===== config.mk =====
export PLATFORM = sky130hd
export DESIGN_NAME = bin_to_bcd_converter_flat
export DESIGN_NICKNAME = d
export VERILOG_FILES = /design/src/rtl/bin_to_bcd_converter_pkg.sv /design/src/rtl/bin_to_bcd_converter_if.sv /design/src/rtl/bcd_add3_digit.sv /design/src/rtl/bin_to_bcd_converter.sv /design/src/flat_wrapper.sv
export SDC_FILE = /design/constraint.sdc
export NUM_CORES = 1
export LEC_CHECK = 0
export ABC_CLOCK_PERIOD_IN_PS = 1350
export CORE_UTILIZATION = 49
export CTS_CLUSTER_DIAMETER = 120
export DETAILED_ROUTE_END_ITERATION = 12
export GPL_TIMING_DRIVEN = 1
export PLACE_DENSITY = 0.72
export REMOVE_ABC_BUFFERS = 1
export SETUP_SLACK_MARGIN = 0.2
export SYNTH_ARGS = -nofsm -noshare
export SYNTH_HDL_FRONTEND = slang
export SYNTH_SLANG_ARGS = --single-unit

===== constraint.sdc =====
create_clock -name clk_100mhz -period 1.35 [get_ports clk_100mhz]
set_input_delay 0.27 -clock clk_100mhz [delete_from_list [all_inputs] [get_ports clk_100mhz]]
set_output_delay 0.27 -clock clk_100mhz [all_outputs]
set_load 0.03 [all_outputs]

===== src/rtl/bin_to_bcd_converter_pkg.sv =====
// Shared constants, state encoding and helpers
// for the binary to BCD converter.
package bin_to_bcd_converter_pkg;

  localparam logic [3:0] BLANK_CODE_DEF = 4'hF;

  typedef enum logic [1:0] {
    IDLE  = 2'd0,
    SHIFT = 2'd1,
    FIX   = 2'd2
  } state_t;

  // Largest value representable in `digits` BCD digits
  function automatic int max_val(input int digits);
    int v;
    v = 1;
    for (int i = 0; i < digits; i++) begin
      v = v * 10;
    end
    return v - 1;
  endfunction

endpackage


===== src/rtl/bin_to_bcd_converter_if.sv =====
// Request/response bundle between a producer
// and the binary to BCD converter.
interface bin_to_bcd_converter_if #(
  parameter int BIN_WIDTH = 14,
  parameter int DIGITS    = 4
);

  logic                  start;
  logic [BIN_WIDTH-1:0]  bin_data_ip;
  logic                  busy;
  logic                  done;
  logic [4*DIGITS-1:0]   bcd_data_op;
  logic                  ovf;

  modport master (
    output start,
    output bin_data_ip,
    input  busy,
    input  done,
    input  bcd_data_op,
    input  ovf
  );

  modport slave (
    input  start,
    input  bin_data_ip,
    output busy,
    output done,
    output bcd_data_op,
    output ovf
  );

endinterface


===== src/rtl/bcd_add3_digit.sv =====
// Double-dabble digit correction:
// add 3 to a BCD digit that is 5 or more.
module bcd_add3_digit (
  input  logic [3:0] d_i,
  output logic [3:0] d_o
);

  // 4-bit add, no carry out; result stays <= 9+3 range
  always_comb begin
    d_o = d_i;
    if (d_i >= 4'd5) begin
      d_o = d_i + 4'd3;
    end
  end

endmodule


===== src/rtl/bin_to_bcd_converter.sv =====
// Sequential double-dabble binary to packed BCD
// converter with overflow flag and zero blanking.
module bin_to_bcd_converter
  import bin_to_bcd_converter_pkg::*;
#(
  parameter int         BIN_WIDTH  = 14,
  parameter int         DIGITS     = 4,
  parameter bit         BLANK_LZ   = 1'b1,
  parameter logic [3:0] BLANK_CODE = BLANK_CODE_DEF
) (
  input logic                     clk_100mhz,
  input logic                     reset,
  bin_to_bcd_converter_if.slave   bus
);

  localparam int BW = 4 * DIGITS;
  localparam int CW = $clog2(BIN_WIDTH);
  localparam int SW = BW + BIN_WIDTH;

  localparam logic [CW-1:0] CNT_LAST =
    CW'(BIN_WIDTH - 1);
  localparam logic [31:0] MAX_V =
    32'(max_val(DIGITS));
  localparam logic [BW-1:0] ALL_BLANK =
    {DIGITS{BLANK_CODE}};
  localparam logic [BW-1:0] RST_BCD =
    BLANK_LZ ? {{(DIGITS-1){BLANK_CODE}}, 4'h0}
             : {BW{1'b0}};

  state_t                state_q, state_d;
  logic [BIN_WIDTH-1:0]  bin_q, bin_d;
  logic [BW-1:0]         bcd_q, bcd_d;
  logic [CW-1:0]         cnt_q, cnt_d;
  logic                  ovfn_q, ovfn_d;
  logic [BW-1:0]         out_q, out_d;
  logic                  ovf_q, ovf_d;
  logic                  done_q, done_d;
  logic                  busy_q, busy_d;

  logic [BW-1:0]         corr;
  logic [SW-1:0]         shifted;
  logic [BW-1:0]         blanked;
  logic                  in_ovf;

  genvar g;
  generate
    for (g = 0; g < DIGITS; g++) begin : g_add3
      bcd_add3_digit u_add3 (
        .d_i (bcd_q[4*g +: 4]),
        .d_o (corr[4*g +: 4])
      );
    end
  endgenerate

  // One double-dabble step: corrected digits and
  // remaining binary shifted left together
  always_comb begin
    shifted = {corr, bin_q} << 1;
    in_ovf  = 32'(bus.bin_data_ip) > MAX_V;
  end

  // Leading-zero blanking, MS digit down;
  // digit 0 always shown
  always_comb begin
    logic lead;
    blanked = bcd_q;
    lead    = BLANK_LZ;
    for (int i = DIGITS - 1; i > 0; i--) begin
      if (lead && bcd_q[4*i +: 4] == 4'h0) begin
        blanked[4*i +: 4] = BLANK_CODE;
      end else begin
        lead = 1'b0;
      end
    end
  end

  // FSM next state, datapath and output updates
  always_comb begin
    state_d = state_q;
    bin_d   = bin_q;
    bcd_d   = bcd_q;
    cnt_d   = cnt_q;
    ovfn_d  = ovfn_q;
    out_d   = out_q;
    ovf_d   = ovf_q;
    done_d  = 1'b0;
    unique case (state_q)
      IDLE: begin
        if (bus.start) begin
          state_d = SHIFT;
          bin_d   = bus.bin_data_ip;
          bcd_d   = '0;
          cnt_d   = '0;
          ovfn_d  = in_ovf;
        end
      end
      SHIFT: begin
        {bcd_d, bin_d} = shifted;
        cnt_d = cnt_q + CW'(1);
        if (cnt_q == CNT_LAST) begin
          state_d = FIX;
        end
      end
      FIX: begin
        out_d   = ovfn_q ? ALL_BLANK : blanked;
        ovf_d   = ovfn_q;
        done_d  = 1'b1;
        state_d = IDLE;
      end
      default: begin
        state_d = IDLE;
      end
    endcase
    busy_d = (state_d != IDLE);
  end

  // State and output registers, sync reset
  always_ff @(posedge clk_100mhz) begin
    if (reset) begin
      state_q <= IDLE;
      bin_q   <= '0;
      bcd_q   <= '0;
      cnt_q   <= '0;
      ovfn_q  <= 1'b0;
      out_q   <= RST_BCD;
      ovf_q   <= 1'b0;
      done_q  <= 1'b0;
      busy_q  <= 1'b0;
    end else begin
      state_q <= state_d;
      bin_q   <= bin_d;
      bcd_q   <= bcd_d;
      cnt_q   <= cnt_d;
      ovfn_q  <= ovfn_d;
      out_q   <= out_d;
      ovf_q   <= ovf_d;
      done_q  <= done_d;
      busy_q  <= busy_d;
    end
  end

  assign bus.busy        = busy_q;
  assign bus.done        = done_q;
  assign bus.bcd_data_op = out_q;
  assign bus.ovf         = ovf_q;

endmodule


===== src/flat_wrapper.sv =====
// flat-port wrapper written by rule: the top's interface ports become plain ports
module bin_to_bcd_converter_flat import bin_to_bcd_converter_pkg::*;
#(
  parameter int         BIN_WIDTH  = 14,
  parameter int         DIGITS     = 4,
  parameter bit         BLANK_LZ   = 1'b1,
  parameter logic [3:0] BLANK_CODE = BLANK_CODE_DEF
)
  (clk_100mhz, reset, bus_start, bus_bin_data_ip, bus_busy, bus_done, bus_bcd_data_op, bus_ovf);
  bin_to_bcd_converter_if #(.BIN_WIDTH(BIN_WIDTH), .DIGITS(DIGITS)) bus_i ();
  input logic clk_100mhz;
  input logic reset;
  input wire logic [$bits(bus_i.start)-1:0] bus_start;
  input wire logic [$bits(bus_i.bin_data_ip)-1:0] bus_bin_data_ip;
  output wire logic [$bits(bus_i.busy)-1:0] bus_busy;
  output wire logic [$bits(bus_i.done)-1:0] bus_done;
  output wire logic [$bits(bus_i.bcd_data_op)-1:0] bus_bcd_data_op;
  output wire logic [$bits(bus_i.ovf)-1:0] bus_ovf;
  assign bus_i.start = bus_start;
  assign bus_i.bin_data_ip = bus_bin_data_ip;
  assign bus_busy = bus_i.busy;
  assign bus_done = bus_i.done;
  assign bus_bcd_data_op = bus_i.bcd_data_op;
  assign bus_ovf = bus_i.ovf;
  bin_to_bcd_converter #(.BIN_WIDTH(BIN_WIDTH), .DIGITS(DIGITS), .BLANK_LZ(BLANK_LZ), .BLANK_CODE(BLANK_CODE)) u_core (.clk_100mhz(clk_100mhz), .reset(reset), .bus(bus_i));
endmodule

==> results.json <==
{
  "io_buffers": 35,
  "avgSynthCellArea_um2": 8.705,
  "r2r-start": "u_core.bcd_q[8]$_SDFFE_PP0P_",
  "syn_to_final_growth_pct": 73.23,
  "drcViolationCount": 0,
  "period_minus_slack_ns": 1.507,
  "final_cells": 474,
  "fmax_mhz": 663.5,
  "syn_inst": 305,
  "p_leak_nw": 1.699,
  "final_net_count": 432,
  "synth_top_area_share_pct": 42.22,
  "timing.final.crit_share_pct": 111.6,
  "met3_length_um": 1061,
  "ios": 36,
  "postRouteAntennaNets": 0,
  "first_pass_iters": 5,
  "grt_overflow": 0,
  "startpoint_type": "flip-flop",
  "synth_edf_count": 0,
  "clk_pin_slew_ns": 0.12,
  "yosysUniqueCellTypes": 46,
  "ys_warn_count": 0,
  "fin_total_pwr_mw": 3.469,
  "hold_slack_ns": 0.4180,
  "hp-class": "in2reg",
  "maxUsedRoutingLayer": "met4",
  "wirelength_um": 11770,
  "placed_area_um2": 3324,
  "drive_gt1_share_pct": 54.21,
  "reg2reg_to": "u_core.bus.bcd_data_op[4]$_SDFFE_PP1P_",
  "cts_num_sinks": 56,
  "outcome": "complete, but fails checks",
  "relSlewSlack_pct": 62.52,
  "n_fill_cell": 226,
  "vias": 3215,
  "cp-startpoint": "u_core.bcd_q[8]$_SDFFE_PP0P_",
  "tightest_slew_ns": 0.5615,
  "die_y_um": 75.61,
  "tritoncts": "yes",
  "finalClockSkew_ns": 0.01240,
  "setup_ws_ns": -0.1571,
  "hold_violations": 0,
  "design.core.area_um2": 5172,
  "setup_viol": 17,
  "failed_checks": "negative setup slack",
  "wl_met1_um": 4277,
  "ys_seq_area_share_pct": 42.22,
  "die_w_um": 75.61,
  "synth_area_leaders": "dfxtp_1 (42%), ha_1 (5.7%), a21oi_1 (4.9%)",
  "initial_core_util_pct": 51.33,
  "grt_pass1_wl_um": 12360,
  "track_usage_pct": 29.04,
  "async_flop_share_pct": 0,
  "via_per_inst": 6.783,
  "synth_largest_area_cell": "dfxtp_1",
  "antenna_found_initial": 0,
  "crit_arrival_ns": 1.78,
  "grt_max_degree": 26,
  "worst_setup_path_end_kind": "flip-flop",
  "htreeDepth": 2,
  "cts_buffers": 5,
  "pre_cts_slack_ns": -0.2845,
  "cap_violations": 0,
  "worst_r2r_path_depth": 5,
  "hold_path.startpoint": "reset",
  "wl_met2_um": 5725,
  "ir_worst_vdd_uv": 681.0,
  "synth-main-ff-cell": "dfxtp_1",
  "reg2reg_slack_ns": -0.16,
  "wire_per_inst_um": 24.83,
  "rsz0062_at_grt": "yes",
  "endpoint": "u_core.bus.bcd_data_op[4]$_SDFFE_PP1P_",
  "p_per_area_nw_per_um2": 754.2,
  "root_buffer": "clkbuf_8",
  "synthesis.area_um2": 2655,
  "grt_pass1_vias": 2603,
  "placedCellCount": 430,
  "clock_latency_ns": 0.34,
  "antennaDiodeCount": 0,
  "slew_violations": 0,
  "worstPathMaxFanout": 7,
  "drt_iter0_drc": 450,
  "dpl.hpwl_um": 4575,
  "dieArea_um2": 5717,
  "clk_path_buf_depth": 2,
  "ys_seq_elements": 56,
  "design_area_um2": 4599,
  "crit_type": "reg2reg",
  "holdPathStages": 3,
  "fp-row-count": 26,
  "worstPathRequired_ns": 1.62,
  "place_congestion": 0.8414
}
-- metrics by stage --
stage / TNS (ns) / util, %
floorplan: -4.588 / -
global placement: -6.884 / 64.27
detailed placement: -7.813 / 64.27
CTS: 0 / 74.82
global route: -1.753 / 88.92
finish: -0.9208 / 88.92
-- layer usage --
metal,GRT usage [%],up-vias
li1,-,1323
met1,33.66,1538
met2,50.69,262
met3,6.217,92
met4,14.40,0
met5,0,-
-- flip-flops by register name, summed over array words and instances, names as in the netlist --
signal / cells
u_core.bcd_q: 16
u_core.bin_q: 14
u_core.bus.bcd_data_op: 16
u_core.bus.busy: 1
u_core.bus.done: 1
u_core.bus.ovf: 1
u_core.cnt_q: 4
u_core.ovfn_q: 1
u_core.state_q: 2
-- cell usage after synthesis, types with 2 or more instances --
library cell,instances
inv_1,19
nor3_1,6
buf_2,7
o211ai_1,10
ha_1,12
o21ai_1,4
buf_4,2
o311ai_0,2
nor3b_1,3
mux2i_1,2
o32ai_1,3
a211oi_1,4
o22ai_1,13
nand2_1,13
nand3_1,16
nor2_1,20
a22oi_1,2
clkbuf_1,7
nand4_1,3
nor4b_1,4
nor2b_1,6
o2111ai_1,8
nor4_1,2
o21a_1,5
a21oi_1,26
nand2b_1,5
o2bb2ai_1,2
nor3b_2,2
o21ai_0,25
dfxtp_1,56
-- worst min-delay path by stage --
stage | end | slack, ns
after global routing | u_core.bcd_q[7]$_SDFFE_PP0P_ | 0.45
after floorplan | u_core.bcd_q[11]$_SDFFE_PP0P_ | 0.34
after CTS | u_core.bcd_q[7]$_SDFFE_PP0P_ | 0.43
after global placement | u_core.bus.ovf$_SDFFE_PP0P_ | 0.45
after detailed placement | u_core.bus.bcd_data_op[2]$_SDFFE_PP0P_ | 0.45
final | u_core.bcd_q[7]$_SDFFE_PP0P_ | 0.42
-- power by group --
| part | leakage, nW | switching (mW) | internal, mW |
|---|---|---|---|
| clock network | 0.0445 | 0.634 | 0.420 |
| logic | 1.19 | 0.321 | 0.343 |
| registers | 0.460 | 0.0581 | 1.69 |
| total | 1.70 | 1.01 | 2.46 |
-- layout by cell type, fill, tap and decap left out, drive strengths merged, types with 2 or more instances in the layout --
cell,instances
o21a,5
nand3,16
dfxtp,56
clkdlybuf4s50,14
nor3,6
o21ai,29
nand2,13
dlygate4sd2,2
clkbuf,13
a211oi,4
o32ai,3
nand4,3
a21oi,26
o211ai,10
o2111ai,8
o22ai,13
nor3b,6
nor4,2
o2bb2ai,2
nand2b,6
nor2,20
buf,85
nor2b,6
clkinv,3
a22oi,2
nor4b,4
ha,12
o311ai,2
inv,19
mux2i,2
-- cell type report --
cell class / count / area [µm²] / area share [%]
inverter: 20 / 90.09 / 1.959
clock inverter: 1 / 7.507 / 0.1632
timing repair buffer: 107 / 1126 / 24.48
multi-input combinational: 211 / 2021 / 43.93
tap: 70 / 87.58 / 1.904
timing repair inverter: 2 / 32.53 / 0.7073
sequential: 56 / 1149 / 24.97
clock buffer: 7 / 86.33 / 1.877
-- timing repair --
item / CTS / global route
resized for setup: 194 / 147
endpoints found under the setup margin: 73 / 68
buffers inserted: 12 / 14
gates cloned: 6 / 4
pin swaps: 20 / 63
hold buffers: 0 / 0
-- cell families after synthesis --
kind of cell             share of synthesized area (%)
AO/OA/AOI/OAI                                    26.86
AND/OR/NAND/NOR                                  17.91
flip-flops                                       42.22
buffers and inverters                            6.267
adder cells (fa/ha/maj)                          5.655
multiplexers                                    0.7540
XOR/XNOR                                        0.3299
-- worst max-delay path: stages (launching register included) --
cell,delay [ns]
dfxtp_2,0.35
inv_2,0.09
ha_1,0.15
nor3b_4,0.35
nand4_1,0.25
a21oi_1,0.24
Note: power is estimated with default switching activity, not from simulation.
